File: src/rtl/fixed_weight_pkg.sv
// Shared types and reference helpers for the fixed-weight word generator.
// Word helpers work in MAX_W+1 bits so one package serves every WIDTH up to 32.
package fixed_weight_pkg;

  localparam int MAX_W = 32;

  typedef enum logic {IDLE, RUN} state_e;
  typedef logic [MAX_W:0] word_t;

  function automatic logic [5:0] ctz(input word_t x);
    ctz = '0;
    for (int i = MAX_W; i >= 0; i--) begin
      if (x[i]) ctz = 6'(i);
    end
  endfunction

  function automatic word_t first_word(input logic [5:0] w);
    word_t one;
    one = word_t'(1);
    return (one << w) - one;
  endfunction

  function automatic word_t last_word(input logic [5:0] w, input logic [5:0] width);
    return first_word(w) << (width - w);
  endfunction

  // Gosper step: smallest larger value with the same number of ones.
  function automatic word_t next_word(input word_t x);
    word_t c;
    word_t r;
    c = x & (~x + word_t'(1));
    r = x + c;
    return r | (((r ^ x) >> 2) >> ctz(c));
  endfunction

endpackage

File: src/rtl/fixed_weight_word_gen_lsb_index.sv
// Combinational priority encoder: index of the lowest set bit (0 when vec is zero).
module lsb_index #(
  parameter int N  = 5,
  parameter int IW = $clog2(N)
) (
  input  logic [N-1:0]  vec,
  output logic [IW-1:0] idx
);

  always_comb begin
    idx = '0;
    for (int i = N - 1; i >= 0; i--) begin
      if (vec[i]) idx = IW'(i);
    end
  end

endmodule

File: src/rtl/fixed_weight_word_gen.sv
// Streams every WIDTH-bit word with exactly `weight` ones in ascending order
// over a valid/ready interface, flagging the final word with out_last.
module fixed_weight_word_gen
  import fixed_weight_pkg::*;
#(
  parameter int WIDTH = 4,
  parameter int IDX_W = 16
) (
  input  logic                       clk,
  input  logic                       rst,
  input  logic                       start,
  input  logic [$clog2(WIDTH+1)-1:0] weight,
  output logic                       out_valid,
  input  logic                       out_ready,
  output logic [WIDTH-1:0]           out_data,
  output logic                       out_last,
  output logic [IDX_W-1:0]           out_idx,
  output logic                       busy,
  output logic                       done,
  output logic                       err
);

  localparam int WW = $clog2(WIDTH + 1);

  state_e           state_reg, state_next;
  logic [WIDTH-1:0] data_reg, data_next;
  logic [IDX_W-1:0] idx_reg, idx_next;
  logic [WW-1:0]    weight_reg, weight_next;
  logic             done_reg, done_next;
  logic             err_reg, err_next;

  logic [WIDTH:0]   x_ext, c_ext, r_ext;
  logic [WW-1:0]    tz;
  logic [WIDTH-1:0] next_w, first_w, last_w;
  logic             is_last;

  // One extra bit so the carry out of the top bit is not lost mid-step.
  assign x_ext = {1'b0, data_reg};
  assign c_ext = x_ext & (-x_ext);
  assign r_ext = x_ext + c_ext;

  lsb_index #(.N(WIDTH + 1), .IW(WW)) u_lsb_index (
    .vec (c_ext),
    .idx (tz)
  );

  assign next_w  = WIDTH'(r_ext | (((r_ext ^ x_ext) >> 2) >> tz));
  assign first_w = WIDTH'(first_word(6'(weight)));
  assign last_w  = WIDTH'(last_word(6'(weight_reg), 6'(WIDTH)));
  assign is_last = (data_reg == last_w);

  always_comb begin
    state_next  = state_reg;
    data_next   = data_reg;
    idx_next    = idx_reg;
    weight_next = weight_reg;
    done_next   = 1'b0;
    err_next    = 1'b0;
    case (state_reg)
      IDLE: begin
        if (start) begin
          if (int'(weight) > WIDTH) begin
            err_next = 1'b1;
          end else begin
            state_next  = RUN;
            data_next   = first_w;
            idx_next    = '0;
            weight_next = weight;
          end
        end
      end
      RUN: begin
        if (out_ready) begin
          if (is_last) begin
            state_next = IDLE;
            done_next  = 1'b1;
          end else begin
            data_next = next_w;
            idx_next  = idx_reg + 1'b1;
          end
        end
      end
      default: state_next = IDLE;
    endcase
  end

  always_ff @(posedge clk) begin
    if (rst) begin
      state_reg  <= IDLE;
      data_reg   <= '0;
      idx_reg    <= '0;
      weight_reg <= '0;
      done_reg   <= 1'b0;
      err_reg    <= 1'b0;
    end else begin
      state_reg  <= state_next;
      data_reg   <= data_next;
      idx_reg    <= idx_next;
      weight_reg <= weight_next;
      done_reg   <= done_next;
      err_reg    <= err_next;
    end
  end

  assign out_valid = (state_reg == RUN);
  assign busy      = (state_reg == RUN);
  assign out_data  = data_reg;
  assign out_idx   = idx_reg;
  assign out_last  = (state_reg == RUN) && is_last;
  assign done      = done_reg;
  assign err       = err_reg;

endmodule

File: config.mk
export PLATFORM = sky130hd
export DESIGN_NAME = fixed_weight_word_gen
export DESIGN_NICKNAME = d
export VERILOG_FILES = /design/src/rtl/fixed_weight_pkg.sv /design/src/rtl/fixed_weight_word_gen_lsb_index.sv /design/src/rtl/fixed_weight_word_gen.sv
export SDC_FILE = /design/constraint.sdc
export NUM_CORES = 1
export LEC_CHECK = 0
export BUFFER_PORTS_ARGS = -buffer_cell sky130_fd_sc_hd__buf_2
export CORE_MARGIN = 1
export CORE_UTILIZATION = 56
export DETAILED_ROUTE_END_ITERATION = 7
export GPL_TIMING_DRIVEN = 0
export PLACE_DENSITY = 0.85
export SYNTH_ARGS = -nofsm -noshare
export SYNTH_HDL_FRONTEND = slang
export SYNTH_SLANG_ARGS = --single-unit
File: constraint.sdc
create_clock -name clk -period 4 [get_ports clk]
set_clock_uncertainty 0.15 [all_clocks]
set_input_delay 0.6 -clock clk [delete_from_list [all_inputs] [get_ports clk]]
set_output_delay 0.6 -clock clk [all_outputs]
set_load 0.05 [all_outputs]
Word level (Yosys, flattened, before mapping) --
Cells that the tools add are included.
Operators by class: add/subtract/negate cells 6, reduce and logical (&&, ||, !) cells 5, bitwise gates (word level) 7, shifts and indexed selects 4, magnitude comparators 1, eq/ne operators 5, mux-type cells 22
Operator list (number):
- $mux 16 | 4
- $shl 1x3->33 const A | 1
- $shl 33x6->4 | 1
- $sub 33x1->33 const B | 1
- $pmux 16 s2 | 1
- $add 16x1->16 const B | 1
- $mux 4 | 4
- $mux 3 | 5
- $ne 2x2->1 const B | 4
- $pmux 4 s2 | 1
- $mux 1 | 6
- $reduce_or 3->1 | 2
- $add 4x5->5 | 1
- $and 4x5->5 | 1
- $neg 4->5 | 1
- $xor 5x4->5 | 1
- $eq 4x4->1 | 1
- $not 1->1 | 4
- $or 4x4->4 | 1
- $reduce_and 4->1 | 1
- $shl 1x3->4 const A | 1
- $shr 3x3->4 | 1
- $sub 3x3->4 const A | 1
- $sub 4x1->4 const B | 1
- 4 further kinds | 4
Word-level totals: input port bits 7, logic and storage cells 56, register bits 26

Longest topological paths before layout --
word-level depth 12, mapped depth 15, gate-level depth less buffers 12

By module --
Synthesis repeated with hierarchy kept, for this count alone.
Second synthesis, totals: cell total of the unflattened synthesis 251, area total of the unflattened synthesis 1961.9 µm²
By module, submodules not included:
- fixed_weight_word_gen | instances 1, cells each 244, area an instance 1928.1 µm², sequential area each 520.5 µm²
- lsb_index | instances 1, cells each 7, area an instance 33.8 µm², sequential area each 0.0 µm²

Worst setup path after synthesis --
No wires, ideal clock.
path kind register to output, start point register weight_reg[1], end point output port out_last, path slack 420 ps, buffers on the path 2, cell stages (with the launch flop) 13, arrival time 2830 ps, path through dfxtp_1 > inv_1 > ha_1 > ha_1 > inv_1 > ha_1 > mux2_4 > o32ai_4 > o21ai_2 > mux2_4 > nor4_2 > buf_4 > buf_12
Between the ends: longest elaborated chain between the ends 5, elaborated cells on any way between the ends 6, classes of those cells add/sub (2); eq/ne (1); shift (2); reduce/logical (1)
Ends and longest elaborated chain:
- start: declaration | line fixed_weight_word_gen.sv:28 | logic [WW-1:0] weight_reg, weight_next;
- start signal: assignment | line fixed_weight_word_gen.sv:99 | weight_reg <= weight_next;
- $shl 1x3->33 | line fixed_weight_pkg.sv:20 | return (one << w) - one;
- $sub 33x1->33 | line fixed_weight_pkg.sv:20
- $shl 33x6->4 * | line fixed_weight_pkg.sv:24 | return first_word(w) << (width - w);
- $eq 4x4->1 * | line fixed_weight_word_gen.sv:50 | assign is_last = (data_reg == last_w);
- $logic_and 1x1->1 * | line fixed_weight_word_gen.sv:109 | assign out_last = (state_reg == RUN) && is_last;
- end: declaration | line fixed_weight_word_gen.sv:16 | output logic out_last,
Every way passes the cells marked *; elsewhere a longest branch is shown, timed or not.

Worst setup path after layout --
start point register weight_reg[0], end point output port out_last
The elaborated chain is that of the path after synthesis.

==> results.sh <==
export IMPL_synth_edf_count=0
export IMPL_diodes=0
export IMPL_cp_required_ns=3.25
export IMPL_overflow=0
export IMPL_finalSetupViolCount=0
export IMPL_clk_latency_ns=0.33
export IMPL_whs_ns=0.357
export IMPL_yosys_warnings=0
export IMPL_cts_buffer_depth=2
export IMPL_ir_drop_mv=0.251
export IMPL_cts_sinks=26
export IMPL_htree_levels=1
export IMPL_cp_common_cell="ha_4"
export IMPL_path_delay_family="buffers and inverters"
export IMPL_ant_nets=0
export IMPL_die_y_um=60.1
export IMPL_start_util_pct=60.4
export IMPL_wl_mm=4.86
export IMPL_yosysTopAreaCell="dfxtp_1"
export IMPL_largest_reg_flops=16
export IMPL_cts_hold_buf=0
export IMPL_hold_class="register to register"
export IMPL_min_period_over_period_pct=96.8
export IMPL_vias_per_cell=6.12
export IMPL_power_density_mw_per_mm2=337
export IMPL_status="completed"
export IMPL_synth_area_leaders="dfxtp_1, ha_1, nand2_1, o311ai_0, o21ai_0"
export IMPL_rows=20
export IMPL_die_x_um=60.1
export IMPL_drive_gt1_share_pct=30.7
export IMPL_area_growth_pct=19.8
export IMPL_route_vias_total=1923
export IMPL_place_ws_ns=-0.143
export IMPL_maxSlewViolCount=0
export IMPL_drt_iter0_markers=174
export IMPL_clock_power_share_pct=15.1
export IMPL_synth_ff_type="dfxtp_1"
export IMPL_layout_area_seq_sq_um=527
export IMPL_syn_avg_cell_area_sq_um=8.29
export IMPL_ys_seq_area_share_pct=27.5
export IMPL_grt_pass1_wl_mm=7.36
export IMPL_grt_pass1_vias=1606
export IMPL_dieArea_sq_mm=0.00361
export IMPL_synth_cell_type_count=56
export IMPL_setup_tns_ns=0
export IMPL_yosysTopAreaCellShare_pct=27.5
export IMPL_worstSetupPathType="register to primary output"
export IMPL_swShare_pct=39.8
export IMPL_worst_pin_slew_ns=0.484
export IMPL_dp_hpwl_mm=3.23
export IMPL_start_kind="register"
export IMPL_critPathSlowestCell="dfxtp_2"
export IMPL_drc=0
export IMPL_crit_fanout=11
export IMPL_fill_cells=240
export IMPL_multi_input_area_sq_mm=0.00128
export IMPL_grt_max_degree=14
export IMPL_pin_count=32
export IMPL_cts_tree="yes"
export IMPL_core_sq_mm=0.00313
export IMPL_numCtsBuffers=3
export IMPL_fin_nets=287
export IMPL_async_reset_ff_share_pct=0
export IMPL_root_buffer="clkbuf_4"
export IMPL_cap_violations=0
export IMPL_rsz0062_at_grt="no"
export IMPL_max_freq_mhz=258
export IMPL_end_kind="primary output"
export IMPL_timing_final_ws_setup_ns=0.126
export IMPL_hold_violations=0
export IMPL_critical_path_arrival_ns=3.12
export IMPL_crit_chain="buf_6, inv_2, ha_4, ha_4, inv_2, ha_4, mux2_4, o32ai_4, buf_4, o21ai_2, mux2_4, nor4_4, buf_6, buf_12"
export IMPL_combinationalPowerShare_pct=48.1
export IMPL_syn_num_nets=243
export IMPL_total_leakage_power_nw=0.868
export IMPL_slew_headroom_pct=67.8
export IMPL_crit_buf_inv=6
export IMPL_antenna_found_initial=0
export IMPL_mappedNetlistArea_sq_mm=0.00189
export IMPL_portBuffers=31
export IMPL_path_clk_slew_ns=0.14
export IMPL_syn_inst=228
export IMPL_routabilityCongestion=0.917
export IMPL_p_sw_uw=303
export IMPL_first_pass_iters=4
export IMPL_grt_use_total_pct=26.8
export IMPL_ys_seq_elements=26
export IMPL_power_internal_uw=459
export IMPL_pwr_share_seq_pct=36.9
export IMPL_crit_path_max_incr_delay_ns=0.35
export IMPL_avgRoutedWirePerCell_um=15.5
export IMPL_synth_commonest_cells="dfxtp_1, nand2_1, nor2_1"
export IMPL_layout_min_cycle_time_ns=3.87
==> cell usage in the layout, fill, tap and decap left out, types with 5 or more instances in the layout <==
cell      netlist  routed
or3_1           5       5
nand2_1        26      26
nor2_1         13      13
and2_1          7       7
buf_2           1      31
a21oi_1        10      10
dfxtp_1        26      23
buf_4           3      10
nand4_1         5       5
inv_1           8       5
ha_1            8       5
clkbuf_1        5       5
nand3_1         8       8
o21ai_0        12      12
o21ai_1         7       7
buf_6           4       6
o311ai_0        7       7
==> per-stage QoR <==
step           util [%]  instances  power [mW]  cell area (sq um)
5_1_grt            72.4        314       0.800               2260
6_report           72.4        314       0.762               2260
3_3_place_gp       67.1        303       0.586               2100
3_5_place_dp       67.1        303       0.592               2100
2_1_floorplan         -        228       0.533               1890
4_1_cts            71.2        311       0.745               2230
==> power by group through the flow <==
stage / logic, mW / clock network [mW] / registers (mW)
2_1_floorplan: 0.217 / 0 / 0.315
3_3_place_gp: 0.298 / 0 / 0.287
3_5_place_dp: 0.304 / 0 / 0.288
4_1_cts: 0.344 / 0.119 / 0.282
5_1_grt: 0.392 / 0.125 / 0.283
6_report: 0.366 / 0.115 / 0.281
==> kinds of logic after synthesis <==
logic type / Yosys count / synth area share [%]
flip-flops: 26 / 27.5
buffers and inverters: 23 / 8.28
multiplexers: 3 / 2.32
XOR/XNOR: 3 / 1.39
AO/OA/AOI/OAI: 70 / 27.3
adder cells (fa/ha/maj): 8 / 5.30
AND/OR/NAND/NOR: 95 / 27.9
==> final timing paths <==
path	start	endpoint	slack [ns]	cells after the start
setup / recovery	weight_reg[0]$_SDFFE_PP0P_	out_last	0.13	14
hold / removal	weight_reg[1]$_SDFFE_PP0P_	weight_reg[1]$_SDFFE_PP0P_	0.36	2
setup reg to reg	weight_reg[0]$_SDFFE_PP0P_	out_idx[5]$_SDFFE_PP0P_	0.54	17
hold reg to reg	weight_reg[1]$_SDFFE_PP0P_	weight_reg[1]$_SDFFE_PP0P_	0.36	2
==> worst reg2reg max path, stage by stage (launching register included) <==
cell      delay (ns)
dfxtp_2         0.35
buf_6           0.11
inv_2           0.07
ha_4            0.13
ha_4            0.15
inv_2           0.06
ha_4            0.25
mux2_4          0.29
o32ai_4         0.15
buf_4           0.17
buf_6           0.09
o32ai_1         0.10
o31ai_2         0.29
nor4_4          0.07
buf_6           0.17
buf_4           0.17
o311ai_0        0.45
o31ai_2         0.13
==> final cells by class <==
cell class / count / area share (%)
clock buffers: 3 / 0.995
well taps: 44 / 2.43
inverters: 8 / 1.33
repair buffers: 40 / 10.7
multi-input cells: 179 / 56.4
plain buffers: 14 / 4.86
flip-flops and latches: 26 / 23.3
==> routing by layer <==
layer	share of wire, %	up-vias	wire length [um]	track usage (%)
li1	-	933	-	-
met1	46	924	2260	38.7
met2	47	64	2280	41.1
met3	6.2	2	302	4.98
met4	0.43	0	21	5.65
met5	0	-	0	0
==> repair_timing <==
item                       in CTS  in global routing
pin swaps                       2                  3
setup endpoints to repair       1                  1
gates resized for setup        15                  7
setup buffers                   5                  4
Power figures use the tool's default switching activity.
